[src/rtl/data_ram_pkg.sv]
// Shared constants and helpers for the data RAM arbiter slice.
package data_ram_pkg;

  localparam int DATA_RAM_DEPTH  = 4096;
  localparam int DATA_RAM_ADDR_W = 12;
  localparam int DATA_RAM_DATA_W = 32;
  localparam int DATA_RAM_BE_W   = 4;

  // Requester indices are carried in a fixed 3-bit field (up to 8 requesters).
  localparam int MAX_REQ = 8;
  localparam int PTR_W   = 3;

  // Round-robin successor of ptr among n requesters, wrapping to 0.
  function automatic logic [PTR_W-1:0] rr_next(input logic [PTR_W-1:0] ptr, input int n);
    logic [PTR_W-1:0] nxt;
    if (int'(ptr) >= n - 1) begin
      nxt = '0;
    end else begin
      nxt = ptr + PTR_W'(1);
    end
    return nxt;
  endfunction

endpackage

[src/rtl/rr_priority_pick.sv]
// Combinational round-robin pick: first set request at or after start_ptr,
// searching upward with wrap. Produces a one-hot grant and a valid flag.
module rr_priority_pick
  import data_ram_pkg::*;
#(
  parameter int NUM_REQ = 3
) (
  input  logic [NUM_REQ-1:0] req,
  input  logic [PTR_W-1:0]   start_ptr,
  output logic [NUM_REQ-1:0] grant,
  output logic               valid
);

  // Walk distances from start_ptr in increasing order; the first hit wins.
  always_comb begin
    grant = '0;
    valid = 1'b0;
    for (int k = 0; k < NUM_REQ; k++) begin
      for (int i = 0; i < NUM_REQ; i++) begin
        if (!valid && req[i] && (((i + NUM_REQ - int'(start_ptr)) % NUM_REQ) == k)) begin
          grant[i] = 1'b1;
          valid    = 1'b1;
        end
      end
    end
  end

endmodule

[src/rtl/data_ram_arbiter.sv]
// Round-robin arbiter sharing one data RAM port between NUM_REQ masters,
// with per-requester lock for atomic read-modify-write and in-order read
// response routing (read latency 1).
module data_ram_arbiter
  import data_ram_pkg::*;
#(
  parameter int NUM_REQ = 3,
  parameter int ADDR_W  = DATA_RAM_ADDR_W,
  parameter int DATA_W  = DATA_RAM_DATA_W
) (
  input  logic                        clk,
  input  logic                        reset_n,
  input  logic [NUM_REQ-1:0]          req_read,
  input  logic [NUM_REQ-1:0]          req_write,
  input  logic [NUM_REQ-1:0]          req_lock,
  input  logic [NUM_REQ*ADDR_W-1:0]   req_address,
  input  logic [NUM_REQ*DATA_W/8-1:0] req_byteenable,
  input  logic [NUM_REQ*DATA_W-1:0]   req_writedata,
  output logic [NUM_REQ-1:0]          req_waitrequest,
  output logic [NUM_REQ-1:0]          rsp_valid,
  output logic [DATA_W-1:0]           rsp_readdata,
  output logic [ADDR_W-1:0]           ram_address,
  output logic [DATA_W/8-1:0]         ram_byteenable,
  output logic                        ram_chipselect,
  output logic                        ram_write,
  output logic [DATA_W-1:0]           ram_writedata,
  input  logic [DATA_W-1:0]           ram_readdata
);

  localparam int BE_W = DATA_W / 8;

  // Arbitration state
  logic [PTR_W-1:0] rr_ptr_reg, rr_ptr_next;
  logic             locked_reg, locked_next;
  logic [PTR_W-1:0] lock_owner_reg, lock_owner_next;
  logic             rd_pending_reg, rd_pending_next;
  logic [PTR_W-1:0] rd_id_reg, rd_id_next;

  // Per-requester views of the flattened request buses
  logic [ADDR_W-1:0] addr_arr [NUM_REQ];
  logic [BE_W-1:0]   be_arr   [NUM_REQ];
  logic [DATA_W-1:0] wd_arr   [NUM_REQ];

  logic [NUM_REQ-1:0] active;
  logic [NUM_REQ-1:0] owner_onehot;
  logic [NUM_REQ-1:0] eligible;
  logic [NUM_REQ-1:0] grant;
  logic               grant_valid;
  logic [PTR_W-1:0]   start_ptr;
  logic [PTR_W-1:0]   grant_idx;
  logic               grant_read;
  logic               owner_lock;

  genvar gi;
  generate
    for (gi = 0; gi < NUM_REQ; gi++) begin : g_req
      assign addr_arr[gi]     = req_address[gi*ADDR_W +: ADDR_W];
      assign be_arr[gi]       = req_byteenable[gi*BE_W +: BE_W];
      assign wd_arr[gi]       = req_writedata[gi*DATA_W +: DATA_W];
      assign owner_onehot[gi] = (lock_owner_reg == PTR_W'(gi));
      assign rsp_valid[gi]    = rd_pending_reg && (rd_id_reg == PTR_W'(gi));
    end
  endgenerate

  assign active = req_read | req_write;

  // While locked only the owner may win, and the search starts at the owner.
  assign eligible  = locked_reg ? (active & owner_onehot) : active;
  assign start_ptr = locked_reg ? lock_owner_reg : rr_ptr_reg;

  rr_priority_pick #(
    .NUM_REQ (NUM_REQ)
  ) u_pick (
    .req       (eligible),
    .start_ptr (start_ptr),
    .grant     (grant),
    .valid     (grant_valid)
  );

  assign req_waitrequest = ~grant;
  assign grant_read      = |(grant & req_read);
  assign owner_lock      = |(owner_onehot & req_lock);
  assign rsp_readdata    = rd_pending_reg ? ram_readdata : '0;

  // Encode the one-hot grant into a requester index.
  always_comb begin
    grant_idx = '0;
    for (int i = 0; i < NUM_REQ; i++) begin
      if (grant[i]) begin
        grant_idx = PTR_W'(i);
      end
    end
  end

  // Drive the RAM port from the granted requester; all zero when idle.
  always_comb begin
    ram_address    = '0;
    ram_byteenable = '0;
    ram_writedata  = '0;
    ram_chipselect = grant_valid;
    ram_write      = |(grant & req_write);
    for (int i = 0; i < NUM_REQ; i++) begin
      if (grant[i]) begin
        ram_address    = addr_arr[i];
        ram_byteenable = be_arr[i];
        ram_writedata  = wd_arr[i];
      end
    end
  end

  // Next-state for round-robin pointer, lock and read tracking.
  always_comb begin
    rr_ptr_next     = rr_ptr_reg;
    locked_next     = locked_reg;
    lock_owner_next = lock_owner_reg;
    rd_pending_next = grant_valid && grant_read;
    rd_id_next      = (grant_valid && grant_read) ? grant_idx : rd_id_reg;

    // The pointer only advances on grants made outside a held lock.
    if (grant_valid && !locked_reg) begin
      rr_ptr_next = rr_next(grant_idx, NUM_REQ);
    end

    if (locked_reg) begin
      // Owner dropping its lock request (granted or idle) releases next edge.
      if (!owner_lock) begin
        locked_next = 1'b0;
      end
    end else if (grant_valid && |(grant & req_lock)) begin
      locked_next     = 1'b1;
      lock_owner_next = grant_idx;
    end
  end

  // State registers; reset drops any pending response and releases the lock.
  always_ff @(posedge clk or negedge reset_n) begin
    if (!reset_n) begin
      rr_ptr_reg     <= '0;
      locked_reg     <= 1'b0;
      lock_owner_reg <= '0;
      rd_pending_reg <= 1'b0;
      rd_id_reg      <= '0;
    end else begin
      rr_ptr_reg     <= rr_ptr_next;
      locked_reg     <= locked_next;
      lock_owner_reg <= lock_owner_next;
      rd_pending_reg <= rd_pending_next;
      rd_id_reg      <= rd_id_next;
    end
  end

endmodule

[config.mk]
export PLATFORM = sky130hd
export DESIGN_NAME = data_ram_arbiter
export DESIGN_NICKNAME = d
export VERILOG_FILES = /design/src/rtl/data_ram_pkg.sv /design/src/rtl/rr_priority_pick.sv /design/src/rtl/data_ram_arbiter.sv
export SDC_FILE = /design/constraint.sdc
export NUM_CORES = 1
export LEC_CHECK = 0
export CAP_MARGIN = 20
export CORE_AREA = 2 2 107 109
export DETAILED_ROUTE_END_ITERATION = 8
export DIE_AREA = 0 0 109 111
export DONT_BUFFER_PORTS = 1
export PLACE_DENSITY_LB_ADDON = 0.12
export SYNTH_ARGS = -nofsm -noshare
export SYNTH_HDL_FRONTEND = slang
export SYNTH_HIERARCHICAL = 1
export SYNTH_SLANG_ARGS = --single-unit
[constraint.sdc]
create_clock -name clk -period 23.8 [get_ports clk]
set_clock_uncertainty 0.05 [all_clocks]
set_input_delay 2.38 -clock clk [delete_from_list [all_inputs] [get_ports clk]]
set_output_delay 2.38 -clock clk [all_outputs]
set_load 0.01 [all_outputs]
==> results.py <==
metrics = {
    "clocking": {
        "clock_latency_ns": 0.23,
        "postCtsSetupBuffers": 0,
        "root_buffer": "clkbuf_16",
        "numCtsBuffers": 3,
        "clkTransAtPathRegs_ns": 0.04,
        "cts_tree": "done",
        "cts-htree-levels": 1,
        "cts_resized": 0,
        "numClockSinks": 9,
        "clock_path_buffers": 2,
        "cts.hold.buffers_added": 0,
    },
    "yosys": {
        "yosysWarningCount": 6,
        "syn_nets": 799,
        "synth.area.top_cells": "a22oi_1 9.1%, nand2_1 7.8%, and2_1 6.5%",
        "synth_edf_count": 0,
        "synth_top_cell_by_area": "a22oi_1",
        "ys.flop_type": "dfrtp_1",
        "yosys-top-cells-count": "82 x nand2_1, 48 x a22oi_1, 41 x and2_1",
        "synthMostInstantiatedCell": "nand2_1",
        "synth_top_area_share_pct": 9.10,
        "ys_types": 84,
        "async_reset_ff_share_pct": 100,
        "ys_seq_elements": 9,
        "netlist_instances": 593,
        "seq_area_frac_synth_pct": 5.69,
        "synth_area_per_cell_um2": 6.68,
        "synthesis.area_um2": 3960,
    },
    "setup_path": {
        "critPathCaptureType": "output port",
        "crit_required_ns": 21.37,
        "criticalPathCategory": "reg -> out",
        "timing.critical_path.mode_cell": "ha_1",
        "crit_family": "simple AND/OR/NAND/NOR gates",
        "worstPathArrival_ns": 9.60,
        "crit_path_start_kind": "flop",
        "critical-path-max-stage-delay_ns": 0.72,
        "startpoint": "locked_reg$_DFF_PN0_",
        "crit_buf_inv": 4,
        "slowest_stage": "mux2_2",
        "crit_fanout": 56,
        "r2r_start": "locked_reg$_DFF_PN0_",
    },
    "placement": {
        "dpl_worst_slack_ns": 12.19,
        "hpwlAfterDp_um": 13200,
        "io_buffers": 0,
        "gp_congestion": 0.945,
    },
    "routing": {
        "drt_first_pass_iters": 6,
        "viasPerCell": 6.41,
        "vias": 4469,
        "totalWireLength_um": 16000,
        "wl_per_cell_um": 22.9,
        "drt_iter0_markers": 376,
        "postRouteAntennaNets": 0,
        "drc": 0,
    },
    "finish": {
        "final_nets": 760,
        "largest_reg_flops": 3,
        "area_growth_syn_to_layout_pct": 1.04,
        "nFillCells": 1179,
        "layout-drive-gt1-share_pct": 6.33,
    },
    "timing": {
        "slew_headroom_pct": 32.5,
        "hold_viol": 0,
        "tightestPinTransition_ns": 1.01,
        "finalSetupViolCount": 0,
        "fin_ws_ns": 11.77,
        "period_minus_slack_ns": 12.03,
        "fmax_ghz": 0.0831,
        "setup-tns-final_ns": 0,
        "slew_viol_final": 0,
        "period_share_pct": 50.6,
        "rsz0062_at_grt": "false",
        "hold_ws_ns": 0.431,
    },
    "run": {
        "drv_cap": 0,
    },
    "grt": {
        "track_usage_pct": 23.9,
        "grt_start_max_net_pins": 95,
        "grt_pass1_vias": 3849,
        "overflow": 0,
        "grt_pass1_wl_um": 22400,
        "antenna_found_initial": 5,
    },
    "floorplanning": {
        "fp-row-count": 39,
        "core_region_area_um2": 11100,
        "dieArea_um2": 12100,
        "die_h_um": 111,
        "initial_core_util_pct": 35.8,
        "die_x_um": 109,
        "pin_count": 275,
    },
    "outcome": {
        "outcome": "finished clean",
    },
    "min_path": {
        "worstHoldStart": "rr_ptr_reg[2]$_DFFE_PN0P_",
        "worstHoldPathType": "reg -> reg",
    },
}
[cell families after synthesis]
kind of cell | count (synthesis) | synth area share, %
fa+ha+maj | 19 | 6.00
mux | 9 | 2.50
xor+xnor | 12 | 2.65
simple gates | 234 | 32.3
buf+inv | 69 | 8.88
flops | 9 | 5.69
compound gates | 241 | 42.0
[cells in the final DEF (no fill, tap or decap), types with 9 or more instances in the layout]
cell type   n
a21oi_1    29
ha_1       19
nor2b_1    10
and2_1     41
xnor2_1    10
o21ai_0    37
dfrtp_1     9
nor3_1      9
nand2_1    82
a22oi_1    48
nor2_1     28
o21ai_1    32
inv_1      20
[cell type report]
| cell class | instances | area, µm² | share of cell area (%) |
|---|---|---|---|
| multi-input combinational | 515 | 3410 | 85.2 |
| timing repair buffer | 4 | 30.0 | 0.750 |
| clock buffer | 4 | 78.8 | 1.97 |
| antenna | 1 | 2.50 | 0.0625 |
| inverter | 21 | 78.8 | 1.97 |
| tap | 143 | 179 | 4.47 |
| sequential | 9 | 225 | 5.63 |
[stage by stage]
stage / util (%) / std cells / cell area [µm²]
floorplan: - / 593 / 3960
global placement: 35.4 / 692 / 3920
detailed placement: 35.4 / 692 / 3920
CTS: 36.1 / 696 / 4000
global route: 36.1 / 696 / 4000
finish: 36.1 / 697 / 4000
[per-layer routing]
layer	up-vias	global-route usage [%]	part of all wire, %
li1	2121	-	-
met1	2088	34.9	44
met2	234	32.7	41
met3	18	12.0	14
met4	8	1.45	0.59
met5	-	0	0.34
[worst paths after layout]
check	endpoint	slack [ns]	depth (start not counted)
max	ram_writedata[2]	11.77	29
min	rr_ptr_reg[2]$_DFFE_PN0P_	0.43	1
max reg2reg	lock_owner_reg[1]$_DFFE_PN0P_	14.93	28
min reg2reg	rr_ptr_reg[2]$_DFFE_PN0P_	0.43	1
max in group asynchronous	rd_id_reg[0]$_DFFE_PN0P_	21.84	0
min in group asynchronous	lock_owner_reg[1]$_DFFE_PN0P_	1.79	0
[worst register-to-register path, delay by kind of cell, from the launching register on]
kind / cells / cell delay [ns]
AO/OA/AOI/OAI: 9 / 2.47
multiplexers: 1 / 0.72
buffers and inverters: 2 / 0.21
adder cells (fa/ha/maj): 5 / 2.05
flip-flops: 1 / 0.46
XOR/XNOR: 2 / 0.40
AND/OR/NAND/NOR: 9 / 2.37
Power is not shown: default switching activity piles up to over one toggle a cycle in this logic, so the estimate is an artifact.
==> variant 1: new RTL, same settings <==
The package constant `PTR_W` goes from 3 to 2.
--- a/src/rtl/data_ram_pkg.sv
+++ b/src/rtl/data_ram_pkg.sv
@@ -8,7 +8,7 @@
 
   // Requester indices are carried in a fixed 3-bit field (up to 8 requesters).
   localparam int MAX_REQ = 8;
-  localparam int PTR_W   = 3;
+  localparam int PTR_W   = 2;
 
   // Round-robin successor of ptr among n requesters, wrapping to 0.
   function automatic logic [PTR_W-1:0] rr_next(input logic [PTR_W-1:0] ptr, input int n);
Function: same outputs for any inputs over 4 cycles, from zero or initial values and one cycle with reset_n low; that may be too few to reach the edited logic, so the function may still have changed.
==> variant 1 against the unedited design <==
- area after synthesis down 54%
- global-route usage fell by 14 points
- setup slack gained 5100 ps
- wire length shrank 56%
- critical path depth is 22 lower
- sequential share of layout area is 4.7 points higher
- cell area is 52% lower
- final cell count fell by 43%
- sequential cell count shrank 1
- critical endpoint is now ram_writedata[20]
- highest routed layer is now met4
==> variant 1: results (changes against the unedited design) <==
sta:
  post-route-worst-setup-slack_ps: 16890  # +5130 ps
  holdWs_ps: 422  # -8.86 ps
placed_design:
  post-place-cells: 395  # -43%
  place.detailed.hpwl_um: 5730  # -56%
  dpl-instance-area_um2: 1860  # -53%
synthesis:
  ys_top_cells_by_count: "nand2_1, a22oi_1, and2_1"
  post_synth_main_area_contributors: "a22oi_1, and2_1, nand2_1"
  post_synthesis_average_cell_area_um2: 6.58  # -1.5%
  synthesis.nets: 465  # -42%
  synth-seq-area-share: 0.110  # +0.0533
  yosys.cell_types.count: 40  # -52%
grt:
  grt_antenna_before_repair: 0  # -5
  grt_max_degree: 85  # -11%
  first_global_vias: 1811  # -53%
  global_route_wire_length_before_repair_um: 9800  # -56%
  globalRouteTotalUtil: 0.103  # -0.136
cells_and_area:
  clock_cell_area_share: 0.0388  # +0.0191
  signal_buffers: 2  # -2
  nets: 446  # -41%
  n_clock_buffer: 3  # -1
  flops_and_latches: 8  # -1
  drive_gt1_frac: 0.0627  # -0.000546
  fillerInstances: 1256  # +6.5%
  multi_input_comb_cells: 233  # -55%
  inverters_excl_clock: 9  # -57%
  buffer_area_frac: 0.00775  # +0.000250
  num_antenna_cells: 0  # -1
route:
  totalWireLength_um: 7080  # -56%
  routed_via_density: 5.09  # -21%
  drt-initial-drc-count: 79  # -79%
status:
  status: "finished, final reports clean"
min_path:
  hold_path_end: "rr_ptr_reg[1]"
worst_setup_path:
  reg2reg_depth: 8  # -71%
  worst_setup_path_startpoint: "req_write[2]"
  cp_slowest_cell: "buf_4"
  crit-reg2reg-capture: "rd_id_reg[1]"
  crit_path_max_incr_delay_ps: 510  # -210 ps
==> variant 1: cell count changes after synthesis, moves of 10 or more <==
cell,change
nand2_1,-28
o21ai_0,-16
nor2_1,-25
inv_1,-11
xnor2_1,-10
a21oi_1,-24
clkbuf_1,-11
ha_1,-17
==> variant 1: layer usage <==
| layer | wire length [um] | global-route usage |
|---|---|---|
| met1 | 2390 | 0.108 |
| met2 | 3820 | 0.193 |
| met3 | 678 | 0.0282 |
| met4 | 180 | 0.0333 |
| met5 | 0 | 0 |
==> variant 1: cell families (layout without fill, tap and decap cells) <==
kind of cell | after synthesis | count (layout) | synth area share
compound gates | 123 | 123 | 0.454
simple gates | 103 | 103 | 0.282
buf+inv | 35 | 14 | 0.112
flops | 8 | 8 | 0.110
mux | 5 | 5 | 0.0289
fa+ha+maj | 2 | 2 | 0.0138
==> variant 1: worst min-delay path, stage by stage (launching register included) <==
cell,delay [ps]
dfrtp_1,330
nand2_1,50
o31ai_1,50
==> variant 2: new RTL, same flow settings <==
Made on the original files. Reset style: synchronous (`reset_n`), changed in one clocked block.
--- a/src/rtl/data_ram_arbiter.sv
+++ b/src/rtl/data_ram_arbiter.sv
@@ -133,7 +133,7 @@
   end
 
   // State registers; reset drops any pending response and releases the lock.
-  always_ff @(posedge clk or negedge reset_n) begin
+  always_ff @(posedge clk) begin
     if (!reset_n) begin
       rr_ptr_reg     <= '0;
       locked_reg     <= 1'b0;
Formal check against the unedited RTL: differs if reset_n is asserted again (counterexample within 4 cycles, from zero or initial values and one cycle with reset_n low); with reset_n held inactive, the same outputs for 4 cycles.
==> variant 2 against the unedited design <==
- area after synthesis shrank 0.57%
- global-route usage up 1.6 points
- setup slack better by 190 ps
- sequential cell count did not move
- synthesized cell count is 1.0% higher
- wire length rose by 2.3%
- cell area is 0.53% lower
- critical path type unchanged
- critical endpoint is now ram_writedata[3]
Power is not shown: default switching activity piles up to over one toggle a cycle in this logic, so the estimate is an artifact.
==> variant 2: results (changes against the unedited design) <==
status:
  status: "finished, final reports clean"
worst_setup_path:
  cp_slowest_cell: "mux2_2"
  crit_path_max_incr_delay_ps: 710
  worstPathMaxFanout: 56  # unchanged
  worstPathArrival_ps: 9420  # -180 ps
grt:
  grt_antenna_before_repair: 3  # -2
  global_route_wire_length_before_repair_um: 23900  # +6.6%
  first_global_vias: 3965  # +3.0%
  globalRouteTotalUtil: 0.255  # +0.0161
  grt_max_degree: 104  # +9.5%
route:
  via_count: 4532  # +1.4%
  drtPass1Iterations: 5  # -1
  drt_wl_cell_um: 23.3  # +1.4%
  drt-initial-drc-count: 515  # +37%
synthesis:
  synthesis.nets: 805  # +0.75%
  ys_top_cells_by_count: "nand2_1, a22oi_1, and2_1"
  post_synth_main_area_contributors: "a22oi_1, nand2_1, and2_1"
  yosys_warnings: 6  # unchanged
  yosys.cell_types.count: 86  # +2.4%
  synth_async_sr_flop_share: 0  # -1.00
  synth-seq-area-share: 0.0457  # -0.0111
  dominantRegCellSynth: "dfxtp_1"
min_path:
  holdCritPathClass: "flop to flop"
clock_tree:
  clock_tree.buffer_depth: 2  # unchanged
  clock_insertion_delay_worst_skew_ps: 240
  clk_pin_slew_worst_paths_ps: 40  # about the same
  cts-buffers-inserted: 3  # unchanged
  post-cts-setup-buffer-count: 0  # unchanged
  total_of_cells_resized_after_clock_tree_synthesis: 0  # unchanged
  clock_tree.htree_level_count: 1  # unchanged
  cts_root_buffer: "clkbuf_16"
placed_design:
  io_buffers: 0  # unchanged
  place.detailed.hpwl_um: 13500  # +2.6%
  place_congestion: 0.987  # +4.4%
sta:
  timing.max_slew.rel_slack: 0.338  # +0.0134
cells_and_area:
  drive_gt1_frac: 0.0609  # -0.00236
  nets: 765  # +0.66%
  largest_reg_flops: 3  # unchanged
## variant 2: metrics by stage
step,area [um^2],std cells,hold slack [ps],utilization,setup WS (ps)
floorplan,3940,599,389,-,14350
global placement,3900,697,412,0.352,12630
detailed placement,3900,697,412,0.352,12340
CTS,3980,701,422,0.359,12090
global route,3980,701,434,0.359,11230
finish,3980,703,422,0.359,11950
## variant 2: area by class of cell
type / count / area (um^2)
diodes: 2 / 5.00
clock buffers: 4 / 78.8
fillers: 1216 / 7100
inverters: 21 / 78.8
multi-input cells: 520 / 3430
flip-flops and latches: 9 / 180
well taps: 143 / 179
repair buffers: 4 / 30.0
## variant 2: kinds of logic (layout without fill, tap and decap cells)
kind of cell	Yosys count	after routing	synth area share
fa+ha+maj	19	19	0.0604
xor+xnor	12	12	0.0267
other cells	0	2	0
mux	7	7	0.0200
simple gates	242	242	0.335
buf+inv	70	29	0.0896
compound gates	240	240	0.423
flops	9	9	0.0457
## variant 2: routing by layer
| layer | vias to the layer above | track usage | share of wire |
|---|---|---|---|
| met3 | 13 | 0.0653 | 0.11 |
| met2 | 232 | 0.389 | 0.45 |
| met5 | - | 0 | 0.00080 |
| li1 | 2152 | - | - |
| met1 | 2133 | 0.365 | 0.44 |
| met4 | 2 | 0.0402 | 0.0089 |
## variant 2: final timing paths
check                                    from          endpoint  slack [ps]  depth (start not counted)
worst min-delay path            rr_ptr_reg[1]     rr_ptr_reg[1]         420                          2
worst max register to register     locked_reg      rd_id_reg[0]       14670                         27
worst max-delay path               locked_reg  ram_writedata[3]       11950                         28
worst min register to register  rr_ptr_reg[1]     rr_ptr_reg[1]         420                          2
## variant 2: worst max-delay path, delay by kind of cell, from the launching register on
family	cells	cell delay, ps
fa+ha+maj	5	2060
buf+inv	3	520
compound gates	10	2420
mux	1	710
xor+xnor	2	330
flops	1	490
simple gates	7	2590
